File: config.mk
export PLATFORM = sky130hd
export DESIGN_NAME = float_adder_pair_driver
export DESIGN_NICKNAME = d
export VERILOG_FILES = /design/src/rtl/float_adder_pair_driver.sv
export SDC_FILE = /design/constraint.sdc
export NUM_CORES = 1
export LEC_CHECK = 0
export BUFFER_PORTS_ARGS = -buffer_cell sky130_fd_sc_hd__buf_2
export CAP_MARGIN = 20
export CORE_MARGIN = 10
export CORE_UTILIZATION = 35
export DETAILED_ROUTE_END_ITERATION = 16
export SETUP_SLACK_MARGIN = 0.2
export SLEW_MARGIN = 20
export SYNTH_ARGS = -nofsm -noshare
export SYNTH_HDL_FRONTEND = slang
export SYNTH_SLANG_ARGS = --single-unit
File: constraint.sdc
create_clock -name clk -period 5.5 [get_ports clk]
set_input_delay 0.825 -clock clk [delete_from_list [all_inputs] [get_ports clk]]
set_output_delay 0.825 -clock clk [all_outputs]
set_load 0.01 [all_outputs]
File: src/rtl/float_adder_pair_driver.sv
// Buffers host operand pairs and issues each pair to an accurate (bit0) and an approximate (bit1) adder
// over stb/ack, then emits one record per pair. Define FLOAT_DRV_CMP_EN to enable the acc/apx compare.
module float_adder_pair_driver #(
    parameter int DEPTH          = 4,
    parameter int NAB            = 20,
    parameter int TIMEOUT_CYCLES = 4096
) (
    input  logic        clk,
    input  logic        rst_n,
    input  logic [31:0] pair_a,
    input  logic [31:0] pair_b,
    input  logic        pair_valid,
    output logic        pair_ready,
    output logic [31:0] dut_a,
    output logic [31:0] dut_b,
    output logic [1:0]  dut_a_stb,
    input  logic [1:0]  dut_a_ack,
    output logic [1:0]  dut_b_stb,
    input  logic [1:0]  dut_b_ack,
    input  logic [31:0] z_acc,
    input  logic [31:0] z_apx,
    input  logic [1:0]  z_stb,
    output logic [1:0]  z_ack,
    output logic [31:0] rec_a,
    output logic [31:0] rec_b,
    output logic [31:0] rec_acc,
    output logic [31:0] rec_apx,
    output logic [1:0]  rec_flags,
    output logic        rec_valid,
    input  logic        rec_ready,
    output logic [31:0] pair_cnt,
    output logic [31:0] mismatch_cnt,
    output logic        busy
);
    localparam int PW = $clog2(DEPTH);
    localparam int CW = PW + 1;
    localparam int TW = $clog2(TIMEOUT_CYCLES + 1);
`ifdef FLOAT_DRV_CMP_EN
    localparam logic CMP_EN = 1'b1;
`else
    localparam logic CMP_EN = 1'b0;
`endif

    typedef enum logic [1:0] {
        S_IDLE    = 2'd0,
        S_ISSUE   = 2'd1,
        S_COLLECT = 2'd2,
        S_EMIT    = 2'd3
    } state_t;

    function automatic logic results_differ(input logic [31:0] acc, input logic [31:0] apx);
        logic [31:0] diff;
        diff = (acc ^ apx) >> NAB;
        return (diff != 32'd0);
    endfunction

    function automatic logic [31:0] sat_inc(input logic [31:0] v);
        return (v == 32'hFFFF_FFFF) ? v : v + 32'd1;
    endfunction

    state_t          state_q, state_d;
    logic [31:0]     mem_a_q [DEPTH];
    logic [31:0]     mem_b_q [DEPTH];
    logic [PW-1:0]   wr_ptr_q, wr_ptr_d, rd_ptr_q, rd_ptr_d;
    logic [CW-1:0]   count_q, count_d;
    logic            pair_ready_q, pair_ready_d;
    logic [31:0]     dut_a_q, dut_a_d, dut_b_q, dut_b_d;
    logic [1:0]      a_stb_q, a_stb_d, b_stb_q, b_stb_d;
    logic [TW-1:0]   timer_q, timer_d;
    logic [1:0]      cap_q, cap_d;
    logic [31:0]     acc_q, acc_d, apx_q, apx_d;
    logic            timeout_q, timeout_d, mismatch_q, mismatch_d;
    logic            rec_valid_q, rec_valid_d, busy_q, busy_d;
    logic [31:0]     pair_cnt_q, pair_cnt_d, mm_cnt_q, mm_cnt_d;
    logic            push_s, pop_s, abort_s, empty_s, expire_s;
    logic [1:0]      z_ack_s;

    // FIFO pointer/occupancy bookkeeping; pair_ready is the registered not-full flag
    always_comb begin
        push_s       = pair_valid & pair_ready_q;
        empty_s      = (count_q == CW'(0));
        wr_ptr_d     = push_s ? wr_ptr_q + PW'(1) : wr_ptr_q;
        rd_ptr_d     = pop_s ? rd_ptr_q + PW'(1) : rd_ptr_q;
        case ({push_s, pop_s})
            2'b10:   count_d = count_q + CW'(1);
            2'b01:   count_d = count_q - CW'(1);
            default: count_d = count_q;
        endcase
        pair_ready_d = (count_d != CW'(DEPTH));
    end

    // FSM next-state, handshakes, capture and counters
    always_comb begin
        state_d    = state_q;
        dut_a_d    = dut_a_q;
        dut_b_d    = dut_b_q;
        a_stb_d    = a_stb_q;
        b_stb_d    = b_stb_q;
        timer_d    = timer_q;
        cap_d      = cap_q;
        acc_d      = acc_q;
        apx_d      = apx_q;
        timeout_d  = timeout_q;
        mismatch_d = mismatch_q;
        pair_cnt_d = pair_cnt_q;
        mm_cnt_d   = mm_cnt_q;
        pop_s      = 1'b0;
        abort_s    = 1'b0;
        z_ack_s    = 2'b00;
        expire_s   = (timer_q >= TW'(TIMEOUT_CYCLES - 1));
        case (state_q)
            S_IDLE: begin
                pop_s = ~empty_s;
            end
            S_ISSUE: begin
                a_stb_d = a_stb_q & ~dut_a_ack;
                b_stb_d = b_stb_q & ~dut_b_ack;
                timer_d = timer_q + TW'(1);
                if ((a_stb_d | b_stb_d) == 2'b00) begin
                    state_d = S_COLLECT;
                end else begin
                    abort_s = expire_s;
                end
            end
            S_COLLECT: begin
                z_ack_s = z_stb & ~cap_q;
                cap_d   = cap_q | z_ack_s;
                acc_d   = z_ack_s[0] ? z_acc : acc_q;
                apx_d   = z_ack_s[1] ? z_apx : apx_q;
                timer_d = timer_q + TW'(1);
                if (cap_d == 2'b11) begin
                    state_d    = S_EMIT;
                    mismatch_d = CMP_EN & results_differ(acc_d, apx_d);
                end else begin
                    abort_s = expire_s;
                end
            end
            S_EMIT: begin
                if (rec_ready) begin
                    state_d    = S_IDLE;
                    pair_cnt_d = sat_inc(pair_cnt_q);
                    mm_cnt_d   = mismatch_q ? sat_inc(mm_cnt_q) : mm_cnt_q;
                    pop_s      = ~empty_s;
                end else begin
                    pop_s = 1'b0;
                end
            end
            default: begin
                state_d = S_IDLE;
            end
        endcase

        // Abort keeps whatever was captured; the unreceived result stays 0 from the pop
        if (abort_s) begin
            a_stb_d    = 2'b00;
            b_stb_d    = 2'b00;
            timeout_d  = 1'b1;
            mismatch_d = 1'b0;
            state_d    = S_EMIT;
        end else begin
            timeout_d = timeout_q;
        end

        if (pop_s) begin
            dut_a_d    = mem_a_q[rd_ptr_q];
            dut_b_d    = mem_b_q[rd_ptr_q];
            a_stb_d    = 2'b11;
            b_stb_d    = 2'b11;
            timer_d    = TW'(0);
            cap_d      = 2'b00;
            acc_d      = 32'd0;
            apx_d      = 32'd0;
            timeout_d  = 1'b0;
            mismatch_d = 1'b0;
            state_d    = S_ISSUE;
        end else begin
            cap_d = cap_d;
        end

        rec_valid_d = (state_d == S_EMIT);
        busy_d      = (state_d != S_IDLE) || (count_d != CW'(0));
    end

    // FIFO storage
    always_ff @(posedge clk or negedge rst_n) begin
        if (!rst_n) begin
            for (int i = 0; i < DEPTH; i++) begin
                mem_a_q[i] <= 32'd0;
                mem_b_q[i] <= 32'd0;
            end
        end else if (push_s) begin
            mem_a_q[wr_ptr_q] <= pair_a;
            mem_b_q[wr_ptr_q] <= pair_b;
        end
    end

    // State, handshake and record registers
    always_ff @(posedge clk or negedge rst_n) begin
        if (!rst_n) begin
            state_q      <= S_IDLE;
            wr_ptr_q     <= PW'(0);
            rd_ptr_q     <= PW'(0);
            count_q      <= CW'(0);
            pair_ready_q <= 1'b1;
            dut_a_q      <= 32'd0;
            dut_b_q      <= 32'd0;
            a_stb_q      <= 2'b00;
            b_stb_q      <= 2'b00;
            timer_q      <= TW'(0);
            cap_q        <= 2'b00;
            acc_q        <= 32'd0;
            apx_q        <= 32'd0;
            timeout_q    <= 1'b0;
            mismatch_q   <= 1'b0;
            rec_valid_q  <= 1'b0;
            busy_q       <= 1'b0;
            pair_cnt_q   <= 32'd0;
            mm_cnt_q     <= 32'd0;
        end else begin
            state_q      <= state_d;
            wr_ptr_q     <= wr_ptr_d;
            rd_ptr_q     <= rd_ptr_d;
            count_q      <= count_d;
            pair_ready_q <= pair_ready_d;
            dut_a_q      <= dut_a_d;
            dut_b_q      <= dut_b_d;
            a_stb_q      <= a_stb_d;
            b_stb_q      <= b_stb_d;
            timer_q      <= timer_d;
            cap_q        <= cap_d;
            acc_q        <= acc_d;
            apx_q        <= apx_d;
            timeout_q    <= timeout_d;
            mismatch_q   <= mismatch_d;
            rec_valid_q  <= rec_valid_d;
            busy_q       <= busy_d;
            pair_cnt_q   <= pair_cnt_d;
            mm_cnt_q     <= mm_cnt_d;
        end
    end

    assign pair_ready   = pair_ready_q;
    assign dut_a        = dut_a_q;
    assign dut_b        = dut_b_q;
    assign dut_a_stb    = a_stb_q;
    assign dut_b_stb    = b_stb_q;
    assign z_ack        = z_ack_s;
    assign rec_a        = dut_a_q;
    assign rec_b        = dut_b_q;
    assign rec_acc      = acc_q;
    assign rec_apx      = apx_q;
    assign rec_flags    = {timeout_q, mismatch_q};
    assign rec_valid    = rec_valid_q;
    assign pair_cnt     = pair_cnt_q;
    assign mismatch_cnt = mm_cnt_q;
    assign busy         = busy_q;

endmodule

## After elaboration in Yosys (flattened, before gate mapping)

Index checks and enable logic that the tools add are counted.
Widths: inputs -> output; s select.

- Bits of input ports: 138
- Logic and storage cells: 128
- Output and inout bits: 267
- Flip-flop bits (word level): 481

- Muxes and demuxes: 45
- Bitwise logic cells: 14
- Reductions and logical operators: 21
- Eq/ne operators: 10
- Order comparisons: 4
- $add $sub $neg: 7

Operator list:

| cell | number |
|---|---|
| $mux 32 | 11 |
| $bwmux 128 | 2 |
| $bmux 32 s2 | 2 |
| $add 32x1->32 const B | 2 |
| $demux 32 s2 | 1 |
| $eq 32x32->1 const B | 2 |
| $mux 2 | 14 |
| $mux 13 | 2 |
| $add 13x1->13 const B | 1 |
| $ge 13x12->1 const B | 1 |
| $reduce_bool 2->1 | 6 |
| $reduce_bool 3->1 | 4 |
| $eq 2x2->1 const B | 5 |
| $mux 1 | 9 |
| $and 2x2->2 | 3 |
| $ge 3x3->1 const B | 2 |
| $not 2->2 | 3 |
| $not 2->3 | 2 |
| $pmux 2 s3 | 1 |
| $pmux 3 s2 | 1 |
| $reduce_and 2->1 | 3 |
| $add 2x1->2 const B | 2 |
| $eq 2x1->1 const B | 2 |
| $logic_not 2->1 | 2 |
| other kinds (14) | 18 |

## Longest topological paths before layout

- Depth after elaboration: 10
- Mapped depth: 14
- Depth with buffers taken out: 12

## Worst setup path after synthesis

No wires, ideal clock.

- Kind: input port to flip-flop
- Start point: input rec_ready
- End point: register busy_q (netlist: busy)
- Data arrival time: 3,514 ps
- Path buffers: 2
- Stages: 13
- Setup slack: 1,848 ps
- Library setup time: 138 ps
- Data required time: 5,362 ps
- Cells stage by stage: and2_1 > nor2_1 > or3_1 > inv_2 > clkbuf_1 > buf_1 > ha_1 > inv_1 > fa_1 > nor2b_1 > nand2_1 > o21ai_0 > or4b_1

- Word-level cells in the longest chain between the ends: 6
- Elaborated cells on any way between the ends: 12
- Those cells by class: eq/ne: 2; mux: 7; reduce/logical: 3

Ends and longest elaborated chain:

| item | RTL line | RTL |
|---|---|---|
| start, declared | 30 | `input logic rec_ready,` |
| $mux 1 * | 139 | `if (rec_ready) begin` |
| $pmux 1 s2 * | 111 | `case (state_q)` |
| named net pop_s | 75 | `logic push_s, pop_s, abort_s, empty_s, expire_s;` |
| $eq 2x1->1 or $eq 2x2->1 (tied branches) | 84 | `case ({push_s, pop_s})` |
| $pmux 3 s2 | 84 |  |
| $reduce_bool 3->1 | 181 | `busy_d = (state_d != S_IDLE) \|\| (count_d != CW'(0));` |
| $logic_or 1x1->1 * | 181 |  |
| named net busy_d | 73 | `logic rec_valid_q, rec_valid_d, busy_q, busy_d;` |
| end signal, assigned | 236 | `busy_q <= busy_d;` |
| end, declared | 73 |  |

Mark *: on every way through the listed nets, which the timed path passes. The rest lies on a longest branch.
A chain may end at the register's enable or synchronous reset.

## Final worst setup path

- Start point: register state_q[0]
- End point: output z_ack[0]

- Word-level cells in the longest chain between the ends: 2

Ends and longest elaborated chain:

| item | RTL line | RTL |
|---|---|---|
| start, declared | 61 | `state_t state_q, state_d;` |
| start signal, assigned | 220 | `state_q <= state_d;` |
| $eq 2x2->1 | 111 |  |
| $mux 2 | 111 |  |
| end, declared | 23 | `output logic [1:0] z_ack,` |

No other way between the ends.

==> results.sh <==
export IMPL_clock_skew_ns=0.0139
export IMPL_mostFrequentLayoutCells="445 x dfrtp_1, 370 x buf_2, 358 x nand2_1, 259 x mux2_2, 73 x a21oi_1"
export IMPL_leakagePower_nw=11.2
export IMPL_ys_seq_area_share_pct=56.8
export IMPL_relSlewSlack_pct=28.3
export IMPL_floorplan_initialDensity_pct=35.2
export IMPL_routabilityCongestion=0.809
export IMPL_drt_pass1_iterations=5
export IMPL_postRouteAntennaNets=0
export IMPL_cts_buffers=49
export IMPL_peakVddDrop_v=0.000398
export IMPL_overflow=0
export IMPL_cts_root_buf="clkbuf_16"
export IMPL_groute_usage_overall_pct=14.9
export IMPL_slew_viol_final=0
export IMPL_critPathMostFrequentCell="inv_1"
export IMPL_worst_slew_pin_slew_ns=1.08
export IMPL_hold_viol=0
export IMPL_worstSetupPathType="reg2out"
export IMPL_final_common_cell="dfrtp_1"
export IMPL_antenna_found_initial=8
export IMPL_die_h_um=258
export IMPL_clk_pin_slew_worst_paths_ns=0.06
export IMPL_fin_tns_setup_ns=0
export IMPL_met2_length_mm=24.7
export IMPL_wl_met3_mm=2.85
export IMPL_rsz0062_at_grt="no"
export IMPL_ys_flop_type="dfrtp_1"
export IMPL_synth_edf_count=0
export IMPL_wl_per_cell_um=18.9
export IMPL_die_area_mm2=0.0663
export IMPL_yosys_warnings=0
export IMPL_core_area_mm2=0.0562
export IMPL_finalWirelength_mm=50.5
export IMPL_worstPathArrival_ns=3.25
export IMPL_hp_class="in2async"
export IMPL_nNetsFinal=2024
export IMPL_first_global_vias=13700
export IMPL_post_cts_setup_buffers=0
export IMPL_path_cells="inv_1 > ha_1 > nand2_1 > or2_2 > inv_1 > buf_2"
export IMPL_crit_family="buffers and inverters"
export IMPL_clock_fmax_mhz=246
export IMPL_crit_path_max_incr_delay_ns=0.82
export IMPL_async_flop_share_pct=100
export IMPL_ys_seq_elements=448
export IMPL_synth_area_mm2=0.0197
export IMPL_viasPerCell=4.82
export IMPL_required_ns=4.68
export IMPL_syn_area_per_cell_um2=12.5
export IMPL_post_route_period_util_pct=74.0
export IMPL_dpl_cell_area_mm2=0.0218
export IMPL_vias=12900
export IMPL_die_x_um=258
export IMPL_holdBufCountCts=0
export IMPL_routed_top_layer="met5"
export IMPL_rows=87
export IMPL_clockBufferDepth=3
export IMPL_synthCells=1585
export IMPL_max_cap_viol_count=0
export IMPL_numPortBuffers=371
export IMPL_grt_max_degree=167
export IMPL_fillers=5300
export IMPL_wl_met1_mm=22.0
export IMPL_synthToLayoutAreaGrowth_pct=18.7
export IMPL_htreeDepth=2
export IMPL_drc_errors=0
export IMPL_path_max_fanout=33
export IMPL_cp_num_buf_inv=3
export IMPL_end_kind="output pin"
export IMPL_period_needed_ns=4.07
export IMPL_worstSkewPairLatency_ns=0.58
export IMPL_setup_viol=0
export IMPL_final_area_mm2=0.0234
export IMPL_cts_resized=0
export IMPL_num_io_pins=405
export IMPL_drt_iter0_drc=596
export IMPL_synth_distinct_cells=51
export IMPL_cp_start_kind="flop"
export IMPL_drive_gt1_share_pct=42.0
export IMPL_status="complete, no violations"
export IMPL_hpwl_mm=32.8
export IMPL_grt_first_pass_wirelength_mm=79.6
export IMPL_clock_sinks=448
export IMPL_p_per_area_mw_per_mm2=616
export IMPL_cts_tree="yes"
export IMPL_cp_slowest_cell="inv_1"
[Yosys cell counts (3+ instances only)]
| master | count | share of area, % |
|---|---|---|
| mux2_2 | 259 | 15 |
| nor4_1 | 7 | 0.22 |
| a21oi_1 | 73 | 1.9 |
| o31ai_1 | 4 | 0.15 |
| nand4_1 | 17 | 0.54 |
| mux4_2 | 64 | 7.3 |
| ha_1 | 12 | 0.76 |
| nor2b_1 | 3 | 0.095 |
| xor2_1 | 21 | 0.93 |
| and3_1 | 9 | 0.29 |
| clkbuf_1 | 59 | 1.1 |
| nand2b_1 | 6 | 0.19 |
| nor2_1 | 16 | 0.30 |
| o21ai_0 | 8 | 0.20 |
| xnor2_1 | 17 | 0.75 |
| nand3_1 | 25 | 0.63 |
| buf_1 | 15 | 0.29 |
| and2_1 | 4 | 0.13 |
| nand2_1 | 358 | 6.8 |
| and4_1 | 5 | 0.22 |
| dfrtp_1 | 447 | 57 |
| buf_4 | 98 | 3.7 |
| buf_2 | 5 | 0.13 |
| inv_1 | 13 | 0.25 |
| nor3_1 | 10 | 0.25 |
[cell families after synthesis]
logic type                 synth area share [%]
AOI/OAI and AO/OA                          2.66
xor gates and xnor gates                   1.69
adders and majority gates                 0.862
buffers and inverters                      5.53
DFF                                        56.8
muxes                                      22.2
other                                    0.0190
and+or+nand+nor                            10.3
[final cells by class]
type / instances / area (µm²) / area share, %
Clock inverter: 19 / 179 / 0.763
Antenna cell: 3 / 7.51 / 0.0320
Inverter: 14 / 55.1 / 0.235
Sequential cell: 448 / 11200 / 47.9
Tap cell: 756 / 946 / 4.03
Timing Repair Buffer: 382 / 1970 / 8.42
Clock buffer: 70 / 1450 / 6.17
Multi-Input combinational cell: 978 / 7620 / 32.5
[worst paths after layout]
check | startpoint | end | slack [ns] | cells after the start
min in group clk | z_apx[14] | rec_apx[14] | 0.48 | 3
worst max register to register | state_q[0] | busy | 1.85 | 11
worst min register to register | timeout_q | timeout_q | 0.48 | 2
worst min-delay path | rst_n | mem_b_q[32] | 0.31 | 1
worst max-delay path | state_q[0] | z_ack[0] | 1.43 | 6
max in group asynchronous | rst_n | timer_q[7] | 3.78 | 2
[routing by layer]
layer  vias to the layer above  global-route usage, %
li1                       5929                      -
met3                        85                   3.97
met5                         -                      0
met4                        12                   3.55
met1                      6547                   18.8
met2                       304                   25.0
[per-stage QoR]
step	std cells	worst slack (ns)	hold slack, ns	util [%]	power, W
4_1_cts	2667	1.36	0.309	41.7	0.0147
6_report	2670	1.43	0.307	41.7	0.0144
5_1_grt	2668	1.19	0.346	41.7	0.0154
3_3_place_gp	2578	1.64	0.470	38.8	0.0111
3_5_place_dp	2578	1.62	0.471	38.8	0.0113
2_1_floorplan	1617	1.85	0.446	-	0.00960
[flip-flops by register name, summed over array words and instances (netlist names)]
signal / flops
state_q: 2
busy: 1
rec_acc: 32
wr_ptr_q: 2
cap_q: 2
dut_a_stb: 2
timer_q: 13
pair_cnt: 32
dut_b_stb: 2
rec_valid: 1
rd_ptr_q: 2
mem_b_q: 128
count_q: 3
rec_apx: 32
pair_ready: 1
dut_b: 32
dut_a: 32
mem_a_q: 128
timeout_q: 1
[where the power goes]
| group | internal [W] | switching (W) | leakage [nW] |
|---|---|---|---|
| logic | 0.00267 | 0.00262 | 4.85 |
| registers | 0.00484 | 0.000998 | 5.54 |
| clock network | 0.00197 | 0.00134 | 0.809 |
| total | 0.00948 | 0.00496 | 11.2 |
No activity file was read; power rests on OpenSTA's default activity.
